--- src/rtl/mem_port_arbiter_if.sv ---
// Requester-side bus of mem_port_arbiter: packed per-requester access requests
// plus the one-hot grant and the shared read-return path.
interface mem_port_arbiter_if #(
  parameter int N_REQ = 3,
  parameter int AW    = 10,
  parameter int DW    = 16
);
  logic [N_REQ-1:0]    req;
  logic [N_REQ-1:0]    we;
  logic [N_REQ-1:0]    lock;
  logic [N_REQ*AW-1:0] addr;
  logic [N_REQ*DW-1:0] wdata;
  logic [N_REQ-1:0]    gnt;
  logic [N_REQ-1:0]    rvalid;
  logic [DW-1:0]       rdata;

  modport master (
    output req, we, lock, addr, wdata,
    input  gnt, rvalid, rdata
  );

  modport slave (
    input  req, we, lock, addr, wdata,
    output gnt, rvalid, rdata
  );
endinterface

--- src/rtl/mem_port_arbiter.sv ---
// Round-robin arbiter sharing one synchronous single-port memory between
// N_REQ requesters, with bounded burst locking and in-order read return.
module mem_port_arbiter #(
  parameter int N_REQ    = 3,
  parameter int AW       = 10,
  parameter int DW       = 16,
  parameter int RD_LAT   = 1,
  parameter int LOCK_MAX = 4
) (
  input  logic              clk,
  input  logic              rst,
  mem_port_arbiter_if.slave bus,
  output logic              mem_en,
  output logic              mem_we,
  output logic [AW-1:0]     mem_addr,
  output logic [DW-1:0]     mem_wdata,
  input  logic [DW-1:0]     mem_rdata
);
  localparam int               IW       = $clog2(N_REQ);
  localparam logic [3:0]       LOCK_LIM = 4'(LOCK_MAX - 1);
  localparam logic [N_REQ-1:0] ONE_HOT0 = {{(N_REQ-1){1'b0}}, 1'b1};

  logic [IW-1:0]     ptr_r;
  logic [3:0]        lock_cnt_r;
  logic [RD_LAT-1:0] pipe_vld_r;
  logic [IW-1:0]     pipe_id_r [RD_LAT];

  logic              hit_s;
  logic [IW-1:0]     win_s;
  logic [IW-1:0]     cand_s;
  logic              take_s;
  logic              rv_s;

  // Requester index ptr+k, wrapped modulo N_REQ.
  function automatic logic [IW-1:0] wrap_add(input logic [IW-1:0] base, input int k);
    int s;
    s = int'(base) + k;
    return (s >= N_REQ) ? IW'(s - N_REQ) : IW'(s);
  endfunction

  // Winner search: first requester at or after ptr, wrapping; nothing during reset.
  always_comb begin
    hit_s  = 1'b0;
    win_s  = '0;
    cand_s = '0;
    take_s = 1'b0;
    for (int k = 0; k < N_REQ; k++) begin
      cand_s = wrap_add(ptr_r, k);
      take_s = ~hit_s & ~rst & bus.req[cand_s];
      win_s  = take_s ? cand_s : win_s;
      hit_s  = hit_s | take_s;
    end
  end

  // Grant and memory mux; everything reads as zero when nobody is granted.
  always_comb begin
    bus.gnt   = hit_s ? (ONE_HOT0 << win_s) : '0;
    mem_en    = hit_s;
    mem_we    = hit_s & bus.we[win_s];
    mem_addr  = hit_s ? bus.addr[win_s*AW +: AW] : '0;
    mem_wdata = hit_s ? bus.wdata[win_s*DW +: DW] : '0;
  end

  // Read return: the oldest tracking stage lines up with mem_rdata.
  always_comb begin
    rv_s       = pipe_vld_r[RD_LAT-1] & ~rst;
    bus.rvalid = rv_s ? (ONE_HOT0 << pipe_id_r[RD_LAT-1]) : '0;
    bus.rdata  = rv_s ? mem_rdata : '0;
  end

  // Priority pointer and burst lock counter.
  always_ff @(posedge clk) begin
    if (rst) begin
      ptr_r      <= '0;
      lock_cnt_r <= 4'd0;
    end else if (hit_s) begin
      // A locked owner keeps the pointer until LOCK_MAX grants have gone by.
      if (bus.lock[win_s] && (lock_cnt_r < LOCK_LIM)) begin
        ptr_r      <= win_s;
        lock_cnt_r <= lock_cnt_r + 4'd1;
      end else begin
        ptr_r      <= (win_s == IW'(N_REQ - 1)) ? '0 : win_s + IW'(1);
        lock_cnt_r <= 4'd0;
      end
    end else begin
      ptr_r      <= ptr_r;
      lock_cnt_r <= 4'd0;
    end
  end

  // Read-tracking pipeline, one stage per cycle of memory latency.
  always_ff @(posedge clk) begin
    if (rst) begin
      pipe_vld_r <= '0;
      for (int j = 0; j < RD_LAT; j++) begin
        pipe_id_r[j] <= '0;
      end
    end else begin
      pipe_vld_r[0] <= hit_s & ~bus.we[win_s];
      pipe_id_r[0]  <= win_s;
      for (int j = 1; j < RD_LAT; j++) begin
        pipe_vld_r[j] <= pipe_vld_r[j-1];
        pipe_id_r[j]  <= pipe_id_r[j-1];
      end
    end
  end
endmodule

--- src/flat_wrapper.sv ---
// flat-port wrapper written by rule: the top's interface ports become plain ports
module mem_port_arbiter_flat 
#(
  parameter int N_REQ    = 3,
  parameter int AW       = 10,
  parameter int DW       = 16,
  parameter int RD_LAT   = 1,
  parameter int LOCK_MAX = 4
)
  (clk, rst, mem_en, mem_we, mem_addr, mem_wdata, mem_rdata, bus_req, bus_we, bus_lock, bus_addr, bus_wdata, bus_gnt, bus_rvalid, bus_rdata);
  mem_port_arbiter_if #(.N_REQ(N_REQ), .AW(AW), .DW(DW)) bus_i ();
  input  logic clk;
  input  logic rst;
  output logic mem_en;
  output logic mem_we;
  output logic [AW-1:0] mem_addr;
  output logic [DW-1:0] mem_wdata;
  input  logic [DW-1:0] mem_rdata;
  input wire logic [$bits(bus_i.req)-1:0] bus_req;
  input wire logic [$bits(bus_i.we)-1:0] bus_we;
  input wire logic [$bits(bus_i.lock)-1:0] bus_lock;
  input wire logic [$bits(bus_i.addr)-1:0] bus_addr;
  input wire logic [$bits(bus_i.wdata)-1:0] bus_wdata;
  output wire logic [$bits(bus_i.gnt)-1:0] bus_gnt;
  output wire logic [$bits(bus_i.rvalid)-1:0] bus_rvalid;
  output wire logic [$bits(bus_i.rdata)-1:0] bus_rdata;
  assign bus_i.req = bus_req;
  assign bus_i.we = bus_we;
  assign bus_i.lock = bus_lock;
  assign bus_i.addr = bus_addr;
  assign bus_i.wdata = bus_wdata;
  assign bus_gnt = bus_i.gnt;
  assign bus_rvalid = bus_i.rvalid;
  assign bus_rdata = bus_i.rdata;
  mem_port_arbiter #(.N_REQ(N_REQ), .AW(AW), .DW(DW), .RD_LAT(RD_LAT), .LOCK_MAX(LOCK_MAX)) u_core (.clk(clk), .rst(rst), .bus(bus_i), .mem_en(mem_en), .mem_we(mem_we), .mem_addr(mem_addr), .mem_wdata(mem_wdata), .mem_rdata(mem_rdata));
endmodule
--- config.mk ---
export PLATFORM = sky130hd
export DESIGN_NAME = mem_port_arbiter_flat
export DESIGN_NICKNAME = d
export VERILOG_FILES = /design/src/rtl/mem_port_arbiter_if.sv /design/src/rtl/mem_port_arbiter.sv /design/src/flat_wrapper.sv
export SDC_FILE = /design/constraint.sdc
export NUM_CORES = 1
export LEC_CHECK = 0
export ABC_AREA = 1
export CAP_MARGIN = 20
export CORE_MARGIN = 4
export CORE_UTILIZATION = 29
export CTS_CLUSTER_DIAMETER = 50
export DETAILED_ROUTE_END_ITERATION = 8
export HOLD_SLACK_MARGIN = 0.02
export MAX_ROUTING_LAYER = met4
export PLACE_DENSITY = 0.91
export SLEW_MARGIN = 30
export SYNTH_ARGS = -nofsm -noshare
export SYNTH_HDL_FRONTEND = slang
export SYNTH_SLANG_ARGS = --single-unit
--- constraint.sdc ---
create_clock -name clk -period 7.15 [get_ports clk]
set_input_delay 1.43 -clock clk [delete_from_list [all_inputs] [get_ports clk]]
set_output_delay 1.43 -clock clk [all_outputs]
set_load 0.005 [all_outputs]
==> flow_metrics.py <==
metrics = {
    "floorplanning": {
        "initial_utilization_pct": 30.7,
        "fp.coreArea_sq_um": 4120,
        "dieHeight_um": 74.0,
        "die_area_sq_um": 5470,
        "ioPinCount": 155,
        "row_count": 23,
        "die_x_um": 74.0,
    },
    "critical_path": {
        "crit_path_max_incr_delay_ns": 0.50,
        "crit_path_max_fanout": 31,
        "path_class": "in -> out",
        "cp-start-kind": "input port",
        "crit_path_end_kind": "output port",
        "crit_arrival_ns": 4.05,
        "critPathRequiredTime_ns": 5.72,
        "crit_chain": "clkdlybuf4s50_1 > inv_1 > o21ai_2 > nand3_1 > nand4_1 > nand2b_4 > nor2_8 > nand2_1 > inv_2 > nand2_1 > nand3_1 > clkdlybuf4s50_1",
        "slowest_stage": "clkdlybuf4s50_1",
    },
    "power_and_ir_drop": {
        "p_leak_nw": 1.25,
        "power_density_nw_per_um2": 380,
        "irDropWorstVdd_mv": 0.208,
    },
    "yosys": {
        "synth-xor-area-share_pct": 0,
        "yosys_warnings": 0,
        "yosysSeqAreaShare_pct": 14.3,
        "yosys.area_share.adder_pct": 3.96,
        "synthMuxAreaShare_pct": 0,
        "yosysUniqueCellTypes": 27,
        "netlist_instances": 228,
        "synth_top_family_by_area": "simple AND/OR/NAND/NOR gates",
        "synth.avg_cell_area_sq_um": 5.54,
        "syn-cell-area_sq_um": 1260,
        "ys_ff_latch": 9,
        "synth-simple-area-share_pct": 50.7,
        "synth_compound_area_share_pct": 15.7,
    },
    "detailed_routing": {
        "drtAntennaViolNets": 0,
        "vias": 2072,
        "drtPass1Iterations": 4,
        "drc": 0,
        "drt_iter0_markers": 102,
        "routed_via_density": 4.85,
        "drt-total-wl_mm": 5.62,
        "wl_per_cell_um": 13.2,
    },
    "clocking": {
        "htreeDepth": 1,
        "cts_tree": "done",
        "clkSinkCount": 9,
        "cts_setup_buffers": 0,
        "cts_made_buffers": 3,
        "cts_resized": 0,
        "cts.path.max_buffers": 2,
        "clk_pin_slew_ns": 0.04,
        "cts-root-buf": "clkbuf_8",
        "holdBufCountCts": 0,
        "clkLatencyLatePin_ns": 0.24,
    },
    "global_routing": {
        "grt_use_met3_pct": 6.49,
        "grt_use_met2_pct": 32.8,
        "grt_pass1_wl_mm": 8.10,
        "grt_max_degree": 33,
        "overflow": 0,
        "grt_use_total_pct": 19.5,
        "antenna_found_initial": 0,
        "grt_pass1_vias": 1925,
        "use_met1_pct": 19.8,
        "top_usage_layer": "met2",
    },
    "placement": {
        "gp_congestion": 0.883,
        "dp_hpwl_mm": 4.79,
        "numPortBuffers": 154,
        "place_area_sq_um": 2800,
    },
    "cells_and_area": {
        "drive_above_1_share_pct": 4.24,
        "multi_input_area_sq_um": 896,
        "final_cell_area_sq_um": 2840,
        "area_growth_pct": 125,
        "seq_area_sq_um": 180,
        "final_util_pct": 69.0,
        "fillCellCount": 345,
        "antenna_cells": 0,
        "fin_nets": 487,
    },
    "timing": {
        "tns_ns": 0,
        "finalSetupViolations": 0,
        "period_needed_ns": 5.48,
        "fin_skew_ns": 0.00360,
        "min_period_over_period_pct": 76.6,
        "slew_headroom_pct": 60.9,
        "hold_viol_final": 0,
        "drv_slew": 0,
        "fmax_mhz": 183,
        "tightest_slew_ns": 0.586,
        "rsz0062_at_grt": "false",
    },
    "status": {
        "outcome": "complete, no violations",
    },
    "hold_path": {
        "hp-class": "reg -> reg",
    },
    "run": {
        "cap_viol_max_count": 0,
    },
}
## placed cells by master, fill, tap and decap left out, types with 3 or more instances in the layout
cell,Yosys,final
a21oi_1,8,8
a22oi_1,9,9
a31oi_1,5,5
a32oi_1,3,3
clkbuf_8,0,3
clkdlybuf4s50_1,0,154
dfxtp_1,9,9
ha_1,4,4
inv_1,25,25
inv_2,5,5
nand2_1,82,82
nand3_1,25,25
nand4_1,5,5
nor2_1,21,21
nor3_1,3,3
o21ai_0,3,3
## power by group
group	leakage (nW)	internal (mW)	switching, mW
clock network	0.0228	0.0389	0.0210
logic	1.15	0.485	0.462
registers	0.0747	0.0651	0.00734
## cell usage after synthesis, drive strengths merged
cell | count | area (sq um)
o21ai | 5 | 32.5
a22oi | 9 | 67.6
a32oi | 3 | 26.3
clkinv | 1 | 3.75
nand4 | 5 | 31.3
nor3 | 3 | 15.0
inv | 30 | 113
buf | 8 | 66.3
nor2 | 23 | 110
a31oi | 5 | 31.3
ha | 4 | 50.1
clkbuf | 2 | 7.51
nand2 | 83 | 319
conb | 1 | 3.75
dfxtp | 9 | 180
a21oi | 8 | 40.0
nand2b | 2 | 20.0
nand3 | 27 | 145
## worst paths after layout
check | from | to | slack (ns) | depth (start not counted)
worst max-delay path | bus_req[2] | mem_wdata[15] | 1.67 | 12
worst min-delay path | u_core.lock_cnt_r[0] | u_core.lock_cnt_r[0] | 0.42 | 1
worst max register to register | u_core.ptr_r[0] | u_core.ptr_r[1] | 4.75 | 13
worst min register to register | u_core.lock_cnt_r[0] | u_core.lock_cnt_r[0] | 0.42 | 1
## critical path, delay by kind of cell
family / cells / cell delay (ns)
compound gates: 1 / 0.17
buf+inv: 4 / 1.20
simple gates: 7 / 1.22
## final cells by class
type,count,share of cell area [%]
Timing Repair Buffer,154,54.2
Clock buffer,4,1.59
Inverter,31,4.10
Tap cell,50,2.20
Multi-Input combinational cell,179,31.5
Sequential cell,9,6.34
## registers in the layout, indices dropped and copies added (netlist names)
| name | count |
|---|---|
| u_core.ptr_r | 2 |
| u_core.lock_cnt_r | 4 |
| u_core.pipe_vld_r | 1 |
| u_core.pipe_id_r | 2 |
## stage by stage
step | power, mW | hold WS, ns | worst slack [ns] | instances
CTS | 1.09 | 0.421 | 1.68 | 427
global placement | 1.00 | 0.409 | 1.77 | 423
detailed placement | 1.02 | 0.415 | 1.69 | 423
floorplan | 0.580 | 0.398 | 3.15 | 229
global route | 1.18 | 0.447 | 1.45 | 427
finish | 1.08 | 0.418 | 1.67 | 427
## per-layer routing
| layer | part of all wire, % | up-vias |
|---|---|---|
| met2 | 48 | 139 |
| met4 | 4.7 | 0 |
| met1 | 35 | 881 |
| li1 | - | 1032 |
| met5 | 0 | - |
| met3 | 12 | 20 |
## kinds of logic after synthesis
group	count (synthesis)
flip-flops	9
other	1
adder cells (fa/ha/maj)	4
buffers and inverters	41
AND/OR/NAND/NOR	143
AO/OA/AOI/OAI	30
(Power assumes the default switching activity.)
